[src/rtl/lc3b_types.sv]
// Shared LC-3b type definitions: machine word/line types and the L2 arbiter enums.
package lc3b_types;

  localparam int unsigned LC3B_WORD_W = 16;
  localparam int unsigned LC3B_LINE_W = 128;

  typedef logic [LC3B_WORD_W-1:0] lc3b_word;
  typedef logic [LC3B_LINE_W-1:0] lc3b_line;

  typedef enum logic [1:0] {
    IDLE    = 2'd0,
    BUSY_I  = 2'd1,
    BUSY_D  = 2'd2,
    RECOVER = 2'd3
  } l2_arb_state_t;

  typedef enum logic {
    ICACHE = 1'b0,
    DCACHE = 1'b1
  } l2_arb_req_t;

endpackage

[src/rtl/l2_arbiter.sv]
// Round-robin arbiter putting the L1 I-cache and D-cache miss paths onto the single L2 port.
// One transaction in flight; a RECOVER cycle follows every completion.
module l2_arbiter
  import lc3b_types::*;
#(
  parameter int unsigned ADDR_W = 16,
  parameter int unsigned LINE_W = 128,
  parameter int unsigned CNT_W  = 16
) (
  input  logic              clk,
  input  logic              rst_n,
  input  logic              icache_read,
  input  logic [ADDR_W-1:0] icache_addr,
  output logic [LINE_W-1:0] icache_rdata,
  output logic              icache_resp,
  input  logic              dcache_read,
  input  logic              dcache_write,
  input  logic [ADDR_W-1:0] dcache_addr,
  input  logic [LINE_W-1:0] dcache_wdata,
  output logic [LINE_W-1:0] dcache_rdata,
  output logic              dcache_resp,
  output logic              l2_read,
  output logic              l2_write,
  output logic [ADDR_W-1:0] l2_addr,
  output logic [LINE_W-1:0] l2_wdata,
  input  logic [LINE_W-1:0] l2_rdata,
  input  logic              l2_resp,
  output logic [CNT_W-1:0]  i_grant_cnt,
  output logic [CNT_W-1:0]  d_grant_cnt
);

  l2_arb_state_t r_state;
  l2_arb_state_t w_next_state;
  l2_arb_req_t   r_last_grant;

  logic              r_op_write;
  logic [ADDR_W-1:0] r_addr;
  logic [LINE_W-1:0] r_wdata;
  logic [CNT_W-1:0]  r_i_cnt;
  logic [CNT_W-1:0]  r_d_cnt;

  logic w_req_i;
  logic w_req_d;
  logic w_grant_i;
  logic w_grant_d;

  assign w_req_i = icache_read;
  assign w_req_d = dcache_read | dcache_write;

  // On a tie the requester that did not win last time gets the port.
  assign w_grant_i = (r_state == IDLE) && w_req_i &&
                     (!w_req_d || (r_last_grant == DCACHE));
  assign w_grant_d = (r_state == IDLE) && w_req_d && !w_grant_i;

  always_ff @(posedge clk or negedge rst_n) begin
    if (!rst_n) begin
      r_state <= IDLE;
    end else begin
      r_state <= w_next_state;
    end
  end

  always_comb begin
    w_next_state = r_state;
    case (r_state)
      IDLE: begin
        if (w_grant_i) begin
          w_next_state = BUSY_I;
        end else if (w_grant_d) begin
          w_next_state = BUSY_D;
        end
      end
      BUSY_I:  if (l2_resp) w_next_state = RECOVER;
      BUSY_D:  if (l2_resp) w_next_state = RECOVER;
      RECOVER: w_next_state = IDLE;
      default: w_next_state = IDLE;
    endcase
  end

  // Transaction latches and grant counters; held untouched while BUSY.
  always_ff @(posedge clk or negedge rst_n) begin
    if (!rst_n) begin
      r_last_grant <= DCACHE;
      r_op_write   <= 1'b0;
      r_addr       <= '0;
      r_wdata      <= '0;
      r_i_cnt      <= '0;
      r_d_cnt      <= '0;
    end else if (w_grant_i) begin
      r_last_grant <= ICACHE;
      r_op_write   <= 1'b0;
      r_addr       <= icache_addr;
      r_wdata      <= '0;
      r_i_cnt      <= r_i_cnt + CNT_W'(1);
    end else if (w_grant_d) begin
      r_last_grant <= DCACHE;
      r_op_write   <= dcache_write;
      r_addr       <= dcache_addr;
      r_wdata      <= dcache_wdata;
      r_d_cnt      <= r_d_cnt + CNT_W'(1);
    end
  end

  always_comb begin
    l2_read      = 1'b0;
    l2_write     = 1'b0;
    l2_addr      = '0;
    l2_wdata     = '0;
    icache_resp  = 1'b0;
    icache_rdata = '0;
    dcache_resp  = 1'b0;
    dcache_rdata = '0;
    case (r_state)
      BUSY_I: begin
        l2_read     = 1'b1;
        l2_addr     = r_addr;
        icache_resp = l2_resp;
        if (l2_resp) icache_rdata = l2_rdata;
      end
      BUSY_D: begin
        l2_read     = !r_op_write;
        l2_write    = r_op_write;
        l2_addr     = r_addr;
        l2_wdata    = r_wdata;
        dcache_resp = l2_resp;
        if (l2_resp) dcache_rdata = l2_rdata;
      end
      default: ;
    endcase
  end

  assign i_grant_cnt = r_i_cnt;
  assign d_grant_cnt = r_d_cnt;

endmodule

[config.mk]
export PLATFORM = sky130hd
export DESIGN_NAME = l2_arbiter
export DESIGN_NICKNAME = d
export VERILOG_FILES = /design/src/rtl/lc3b_types.sv /design/src/rtl/l2_arbiter.sv
export SDC_FILE = /design/constraint.sdc
export NUM_CORES = 1
export LEC_CHECK = 0
export CAP_MARGIN = 20
export CELL_PAD_IN_SITES_DETAIL_PLACEMENT = 0
export CELL_PAD_IN_SITES_GLOBAL_PLACEMENT = 1
export CORE_AREA = 10 10 279 281
export DETAILED_ROUTE_END_ITERATION = 8
export DIE_AREA = 0 0 289 291
export PLACE_DENSITY_LB_ADDON = 0.1
export REMOVE_ABC_BUFFERS = 1
export SYNTH_ARGS = -nofsm -noshare
export SYNTH_HDL_FRONTEND = slang
export SYNTH_SLANG_ARGS = --single-unit
[constraint.sdc]
create_clock -name clk -period 4.2 [get_ports clk]
set_input_delay 0.42 -clock clk [delete_from_list [all_inputs] [get_ports clk]]
set_output_delay 0.42 -clock clk [all_outputs]
set_load 0.05 [all_outputs]
=== Yosys cells after proc, flatten, opt, wreduce, memory -nomap -nowiden ===
Cells that the tools add are included.

* Register bits after elaboration: 180
* Bits of input ports: 294
* Output and inout bits: 436
* Logic and storage cells: 50

* Add/sub/neg operators: 2
* Eq/ne operators: 5
* Muxes and demuxes: 21
* Bitwise logic cells: 2
* Reductions and logical operators: 13

{| class="wikitable"
|+ Operator list
! operator !! count
|-
| 128-bit 2-to-1 mux || 6
|-
| 16-bit 2-to-1 mux || 3
|-
| 16-bit by 1-bit adder with 16-bit output (second input constant) || 2
|-
| 1-bit 2-to-1 mux || 7
|-
| 2-bit 2-to-1 mux || 3
|-
| 2-bit case mux with 3 select lines || 1
|-
| 2-bit equality test (second input constant) || 2
|-
| 1-bit logical AND || 4
|-
| 2-bit AND reduction || 2
|-
| 1-bit zero test || 3
|-
| 3-bit inequality test (second input constant) || 1
|-
| 2-bit by 1-bit equality test with 1-bit output (second input constant) || 1
|-
| 2-bit zero test || 1
|-
| 2-bit by 1-bit inequality test with 1-bit output (second input constant) || 1
|-
| 1-bit case mux with 2 select lines || 1
|-
| 2-bit nonzero test || 1
|-
| 2-bit OR reduction || 1
|-
| 1-bit logical OR || 1
|-
| 1-bit NOT || 1
|-
| 1-bit OR || 1
|}

=== Logic depth before layout (Yosys ltp) ===
Gate-level depths: netlist (run 1).

* Depth after elaboration: 9
* Mapped depth: 8

=== Least setup slack after synthesis (run 1) ===
OpenSTA, ideal clock, no wires.

* Path kind: register to output
* Start: reg r_state[0]
* End: out dcache_rdata[100]
* Arrival time: 1753 ps
* Required time: 3780 ps
* Setup slack: 2027 ps
* Cell stages (with the launch flop): 7
* Path buffers: 3
* Cell sequence: dfrtp_1 -> inv_1 -> ha_1 -> clkbuf_1 -> clkbuf_1 -> clkbuf_1 -> and3_1

* Longest elaborated chain between the ends: 2

{| class="wikitable"
|+ Ends and longest elaborated chain
! what !! line !! RTL
|-
| start: declaration || l2_arbiter.sv:32 || <nowiki>l2_arb_state_t r_state;</nowiki>
|-
| start signal: assignment || l2_arbiter.sv:59 || <nowiki>r_state <= w_next_state;</nowiki>
|-
| 2-bit equality test || l2_arbiter.sv:113 || <nowiki>case (r_state)</nowiki>
|-
| 128-bit 2-to-1 mux || l2_arbiter.sv:113 ||
|-
| end: declaration || l2_arbiter.sv:20 || <nowiki>output logic [LINE_W-1:0] dcache_rdata,</nowiki>
|}

Every way passes these cells.

=== Worst setup path in the final report (run 1) ===
* Start: reg r_state[1]
* End: out icache_rdata[124]

* Longest elaborated chain between the ends: 2

{| class="wikitable"
|+ Ends and longest elaborated chain
! what !! line !! RTL
|-
| 2-bit by 1-bit equality test with 1-bit output || l2_arbiter.sv:113 ||
|-
| 128-bit 2-to-1 mux || l2_arbiter.sv:113 ||
|-
| end: declaration || l2_arbiter.sv:14 || <nowiki>output logic [LINE_W-1:0] icache_rdata,</nowiki>
|}

Every way passes these cells.

==> metrics, run 1 <==
H-Tree Depth=4; first-pass GRT wire length=92.5 mm; most instantiated cells after synthesis=and3_1 (260), dfrtp_1 (179), and2_1 (148); total number of vias=10,608; CP arrival=3.00 ns; maxcap violations=0; Final #Nets=1,965; top cell type's share of synthesized area=0.460; Worst Tran Pin Value=1.04 ns; worst vdd ir=0.583 mV; GR Util met1=0.155; minimum clock period=3.42 ns; Post-synth ARST share=1.00; Core ar.=72,300 um^2; 1st-iter DRT viols=465; final setup violating endpoints=0; status=complete, no violations; YS warnings=0; number of port buffers=729; hold crit path type=in2async; Core Util, Final=0.258; final hold violations=0; die width=289 um; wire per inst=25.9 um; layout cells sized above 1=0.0387; Synth area leaders=dfrtp_1 (46%), and3_1 (17%), a22o_1 (12%); number of synthesized flops with an enable pin=0; pwr dens=702 nW/um^2; max-slew violation count=0; Setup Buffers After CTS=0; antenna violations before repair=32; initial core utilization=0.135; most numerous cell in the Yosys netlist=and3_1; PostCTS Resize Cnt=0; DRC Markers=0; Max FO, Critical Path=55; kind of start point of the critical path=register; drt pass-1 iters=5; Syn Std Cell Area=9730 um^2; Setup Skew=0.0136 ns; average size of a mapped cell=9.65 um^2; largest net degree at the start of global routing=109; ANT nets after route=0; RSZ-0062 raised after global routing=no; total track usage=0.155; P&R area growth vs syn=91.8%; GR Util met3=0.0609; crit end category=output port; #FFs+latches synth=180; slew margin rel.=0.309; via density per instance=4.01; Seq/Total Area, Yosys=0.463; layer with the highest usage=met2; cells along the critical path=inv_1 > ha_4 > buf_4 > and3_1 > clkdlybuf4s50_1; Crit Path Class=reg2out; final WL=68.5 mm; P_leak=0.00823 uW; cts hold-fix bufs=0; clock sink count=180; worst skew pair latency=0.48 ns; vias in the first global route=10,925; commonest register cell after synthesis=dfrtp_1; final RePlAce weighted congestion=0.820; TritonCTS clock tree=built; post-synthesis cell type count=40; Congestion Overflow GR=0; # rows=99; final std cells w/o fill=2,644; period utilization=0.814; HPWL after DPL=54.2 mm; CTS Buf Count=17; Root Driver=clkbuf_16; area leader, netlist=dfrtp_1; met2 GRT Util=0.296; Reg clk slew, reported paths=0.08 ns; Synth Instances=1,009; FMAX=293 MHz; Max clock buf depth=2; Crit-path slowest cell=clkdlybuf4s50_1; Worst EP required=3.78 ns; DP Cell Count=2,605; max incr delay on CP=0.81 ns; die height=291 um; Die ar.=84,100 um^2; Ports=730
-- registers in the layout, indices dropped and copies added (netlist names) --
register      flops
i_grant_cnt      16
d_grant_cnt      16
r_wdata         128
r_op_write        1
r_state           2
r_last_grant      1
r_addr           16
-- layout by cell type (no fill, tap or decap), drive strengths merged, types with 2 or more instances in the layout --
cell / netlist / final
inv: 5 / 11
nand2: 34 / 34
clkinvlp: 0 / 3
clkinv: 0 / 4
clkbuf: 88 / 19
nor4b: 2 / 2
diode: 0 / 7
nand4: 10 / 10
and3: 260 / 260
dfrtp: 179 / 179
nand3: 9 / 9
ha: 6 / 6
xnor2: 15 / 15
and2: 148 / 148
nor2: 29 / 29
xor2: 15 / 15
a21oi: 36 / 36
clkdlybuf4s50: 0 / 727
buf: 23 / 20
nor3: 3 / 3
nor4: 4 / 4
a22o: 128 / 128
-- where the power goes --
group          internal (uW)  total (uW)  switching (uW)
Clock                    845        1700             857
Sequential              2400        2770             368
Combinational           2930        8630            5700
-- worst paths after layout --
path / from / to / slack [ns] / depth (start not counted)
max: r_state[1]$_DFFE_PN0P_ / icache_rdata[124] / 0.78 / 5
min: rst_n / r_wdata[115]$_DFFE_PN0P_ / 0.05 / 1
max reg2reg: r_state[0]$_DFFE_PN0P_ / r_addr[5]$_DFFE_PN0P_ / 1.55 / 7
min reg2reg: d_grant_cnt[15]$_DFFE_PN0P_ / d_grant_cnt[15]$_DFFE_PN0P_ / 0.47 / 1
max in group asynchronous: rst_n / r_wdata[73]$_DFFE_PN0P_ / 3.14 / 2
min in group clk: dcache_addr[13] / r_addr[13]$_DFFE_PN0P_ / 0.47 / 3
-- stage by stage --
step / total power [uW] / hold slack [ns] / TNS [ns] / cell area [um^2] / worst slack, ns
floorplan: 8100 / 0.124 / -763.15 / 9270 / -5.06
global placement: 11600 / 0.457 / 0 / 18100 / 1.24
detailed placement: 11600 / 0.466 / 0 / 18100 / 1.24
CTS: 13400 / 0.0785 / 0 / 18700 / 0.694
global route: 13800 / 0.111 / 0 / 18700 / 0.608
finish: 13100 / 0.0466 / 0 / 18700 / 0.782
-- cells by family after synthesis --
kind of cell,share of synthesized area
muxes,0.00116
xor gates and xnor gates,0.0270
and+or+nand+nor,0.311
buffers and inverters,0.0494
AOI/OAI and AO/OA,0.141
DFF,0.463
adders and majority gates,0.00771
-- worst max-delay path, delay by kind of cell, from the launching register on --
kind	cells	cell delay, ns
DFF	1	0.42
buffers and inverters	3	1.32
and+or+nand+nor	1	0.20
adders and majority gates	1	0.50
-- area by class of cell --
class	count	area, um^2
sequential	180	4510
antenna	7	17.5
tap	959	1200
clock buffer	18	429
multi-input combinational	713	4790
inverter	5	18.8
timing repair buffer	748	7540
clock inverter	14	163
fill	7724	53700
-- per-layer routing --
layer / vias up / share of wire
met5: - / 0.0014
met4: 14 / 0.016
met3: 78 / 0.094
met2: 429 / 0.54
met1: 5185 / 0.35
li1: 4902 / -
(Power assumes the default switching activity.)
==> run 2: changes to the inputs <==
--- a/config.mk
+++ b/config.mk
@@ -8,9 +8,9 @@
 export CAP_MARGIN = 20
 export CELL_PAD_IN_SITES_DETAIL_PLACEMENT = 0
 export CELL_PAD_IN_SITES_GLOBAL_PLACEMENT = 1
-export CORE_AREA = 10 10 279 281
+export CORE_AREA = 10 10 274 276
 export DETAILED_ROUTE_END_ITERATION = 8
-export DIE_AREA = 0 0 289 291
+export DIE_AREA = 0 0 284 286
 export PLACE_DENSITY_LB_ADDON = 0.1
 export REMOVE_ABC_BUFFERS = 1
 export SYNTH_ARGS = -nofsm -noshare
==> constraint.sdc (replaced) <==
create_clock -name clk -period 3.2 [get_ports clk]
set_input_delay 0.32 -clock clk [delete_from_list [all_inputs] [get_ports clk]]
set_output_delay 0.32 -clock clk [all_outputs]
set_load 0.05 [all_outputs]
==> metrics, run 2 (synthesis gave the netlist of run 1 again) <==
die width=284 um (-1.7%); antenna violations before repair=42 (+31%); sequential share of power=0.211 (about the same); die height=286 um (-1.7%); Core Util, Final=0.274 (+0.0155); Max clock buf depth=2 (unchanged); total track usage=0.159 (+0.00342); 1st-iter DRT viols=404 (-13%); layout filler cell count=7,479 (-3.2%); cells along the critical path=inv_1 > ha_4 > buf_12 > and3_1 > clkdlybuf4s50_1; final WL=67.7 mm (-1.2%); Core ar.=69,500 um^2 (-3.9%); period utilization=0.963; Congestion Overflow GR=0 (unchanged); max incr delay on CP=0.82 ns (about the same); vias in the first global route=11,238 (+2.9%); wire per inst=25.6 um (-1.2%); max-slew violation count=0 (unchanged); Crit-path slowest cell=clkdlybuf4s50_1; number of port buffers=729 (unchanged); Worst Tran Pin Value=0.907 ns (-0.129 ns); # rows=97 (-2.0%); kind of start point of the critical path=register; DRC Markers=0 (unchanged); hold slack=0.390 ns (+0.344 ns); P&R area growth vs syn=95.5%; HP Start=dcache_addr[10]; Buf+Inv Stages, Crit Path=3 (unchanged); Largest Register=r_wdata; Root Driver=clkbuf_16; ANT nets after route=0 (unchanged); Final #Nets=1,973 (+0.41%); total number of vias=10,533 (-0.71%); Reg clk slew, reported paths=0.08 ns (about the same); first-pass GRT wire length=93.0 mm (+0.50%); Setup Buffers After CTS=0 (unchanged); Switching Share=0.520 (-0.00929); hold crit path type=in2reg; P_int=8330 uW (+35%); largest net degree at the start of global routing=111 (+1.8%); slew margin rel.=0.395 (+0.0861); Setup Skew=0.0201 ns (+0.00642 ns); final setup violating endpoints=0 (unchanged); Max FO, Critical Path=106 (+93%); P_leak=0.0101 uW (+23%); most frequent cells in the layout=clkdlybuf4s50_1 (603), and3_1 (260), dfrtp_1 (179), and2_1 (147), a22o_1 (128); CTS Buf Count=17 (unchanged); final hold violations=0 (unchanged); status=complete, no violations; layout cells sized above 1=0.0563 (+0.0176); CP Launch Point=r_state[0]$_DFFE_PN0P_; clock sink count=180 (unchanged); Ports=730 (unchanged); maxcap violations=0 (unchanged); cell family with most CP delay=buffers and inverters; Logic pwr share=0.652 (-0.007); crit end category=output port; Clk network pwr share=0.136 (+0.006); final RePlAce weighted congestion=0.831 (+1.3%); FMAX=325 MHz; most common cell after layout, fill and taps aside=clkdlybuf4s50_1; drt pass-1 iters=4 (-1); final std cells w/o fill=2,645 (+0.038%); Psw=9010 uW (+30%); worst reg2reg startpoint=r_state[0]$_DFFE_PN0P_; TritonCTS clock tree=built; HPWL after DPL=53.8 mm (-0.59%); worst skew pair latency=0.46 ns (-0.02 ns); H-Tree Depth=4 (unchanged); worst vdd ir=0.796 mV (+37%); DP Cell Count=2,593 (-0.46%); number of flip-flops in the largest register=128 (unchanged); CP arrival=2.76 ns (-0.24 ns); Worst EP required=2.88 ns (-0.90 ns); pwr dens=912 nW/um^2 (+30%); Crit Path Class=reg2out; initial core utilization=0.140 (+0.00541); via density per instance=3.98 (-0.74%); minimum clock period=3.08 ns; Die ar.=81,200 um^2 (-3.4%)
-- run 2: cell types whose count changed in the layout (fill, tap and decap cells not counted), sizes merged --
cell           change
dlymetal6s2s      +98
clkbuf             -1
inv                +2
dlygate4sd2        +5
clkdlybuf4s50    -124
clkinvlp           -2
buf               +28
dlygate4sd3        +1
bufinv             +2
clkinv             -1
diode             +12
-- run 2: repair_timing --
action                                 in CTS  in global routing
hold buffers                                1                  0
setup endpoints to repair                  18                 98
endpoints found under the hold margin      66                  0
gates resized for setup                     6                 98
-- run 2: worst paths after layout --
check	to	slack, ns	cells past startpoint
max	dcache_rdata[7]	0.12	5
min in group asynchronous	r_wdata[122]$_DFFE_PN0P_	0.40	2
min	r_addr[10]$_DFFE_PN0P_	0.39	3
max in group asynchronous	r_wdata[92]$_DFFE_PN0P_	1.92	3
min reg2reg	d_grant_cnt[15]$_DFFE_PN0P_	0.47	1
max reg2reg	i_grant_cnt[10]$_DFFE_PN0P_	0.89	6
-- run 2: layout make-up --
| type | instances | area [um^2] | share of cell area |
|---|---|---|---|
| Timing Repair Buffer | 756 | 7840 | 0.412 |
| Multi-Input combinational cell | 713 | 4790 | 0.252 |
| Sequential cell | 180 | 4510 | 0.237 |
| Tap cell | 940 | 1180 | 0.0618 |
| Clock buffer | 17 | 425 | 0.0224 |
| Clock inverter | 15 | 214 | 0.0112 |
| Antenna cell | 19 | 47.5 | 0.00250 |
| Inverter | 5 | 18.8 | 0.000987 |
-- run 2: metal layers --
metal	GRT usage	share of wire	wire [um]
met4	0.0685	0.026	1760
met5	0	0.0026	173
met1	0.152	0.35	23500
met2	0.294	0.54	36500
met3	0.0668	0.085	5760
-- run 2: power groups by stage --
| stage | Clock (uW) | Sequential, uW | Combinational, uW |
|---|---|---|---|
| after global placement | 0 | 3710 | 11600 |
| after floorplan | 0 | 3720 | 6910 |
| after detailed placement | 0 | 3690 | 11600 |
| final | 2370 | 3670 | 11300 |
| after global routing | 2570 | 3790 | 12000 |
| after CTS | 2500 | 3670 | 11600 |
-- run 2: through the flow --
stage	setup WS, ns	cell area (um^2)	power, uW	TNS, ns
floorplan	-5.96	9270	10600	-1129.68
detailed placement	0.458	18100	15200	0
global placement	0.458	18100	15300	0
CTS	0.00168	18700	17800	0
global route	-0.0116	19000	18300	-0.0130
finish	0.119	19000	17300	0
-- run 2: worst reg2reg max path, stage by stage, from the launching register on --
cell and delay [ns]:
dfrtp_1 0.43, inv_1 0.17, ha_2 0.34, nand2_1 0.16
or2_1 0.57, nor4_2 0.41, xor2_1 0.18
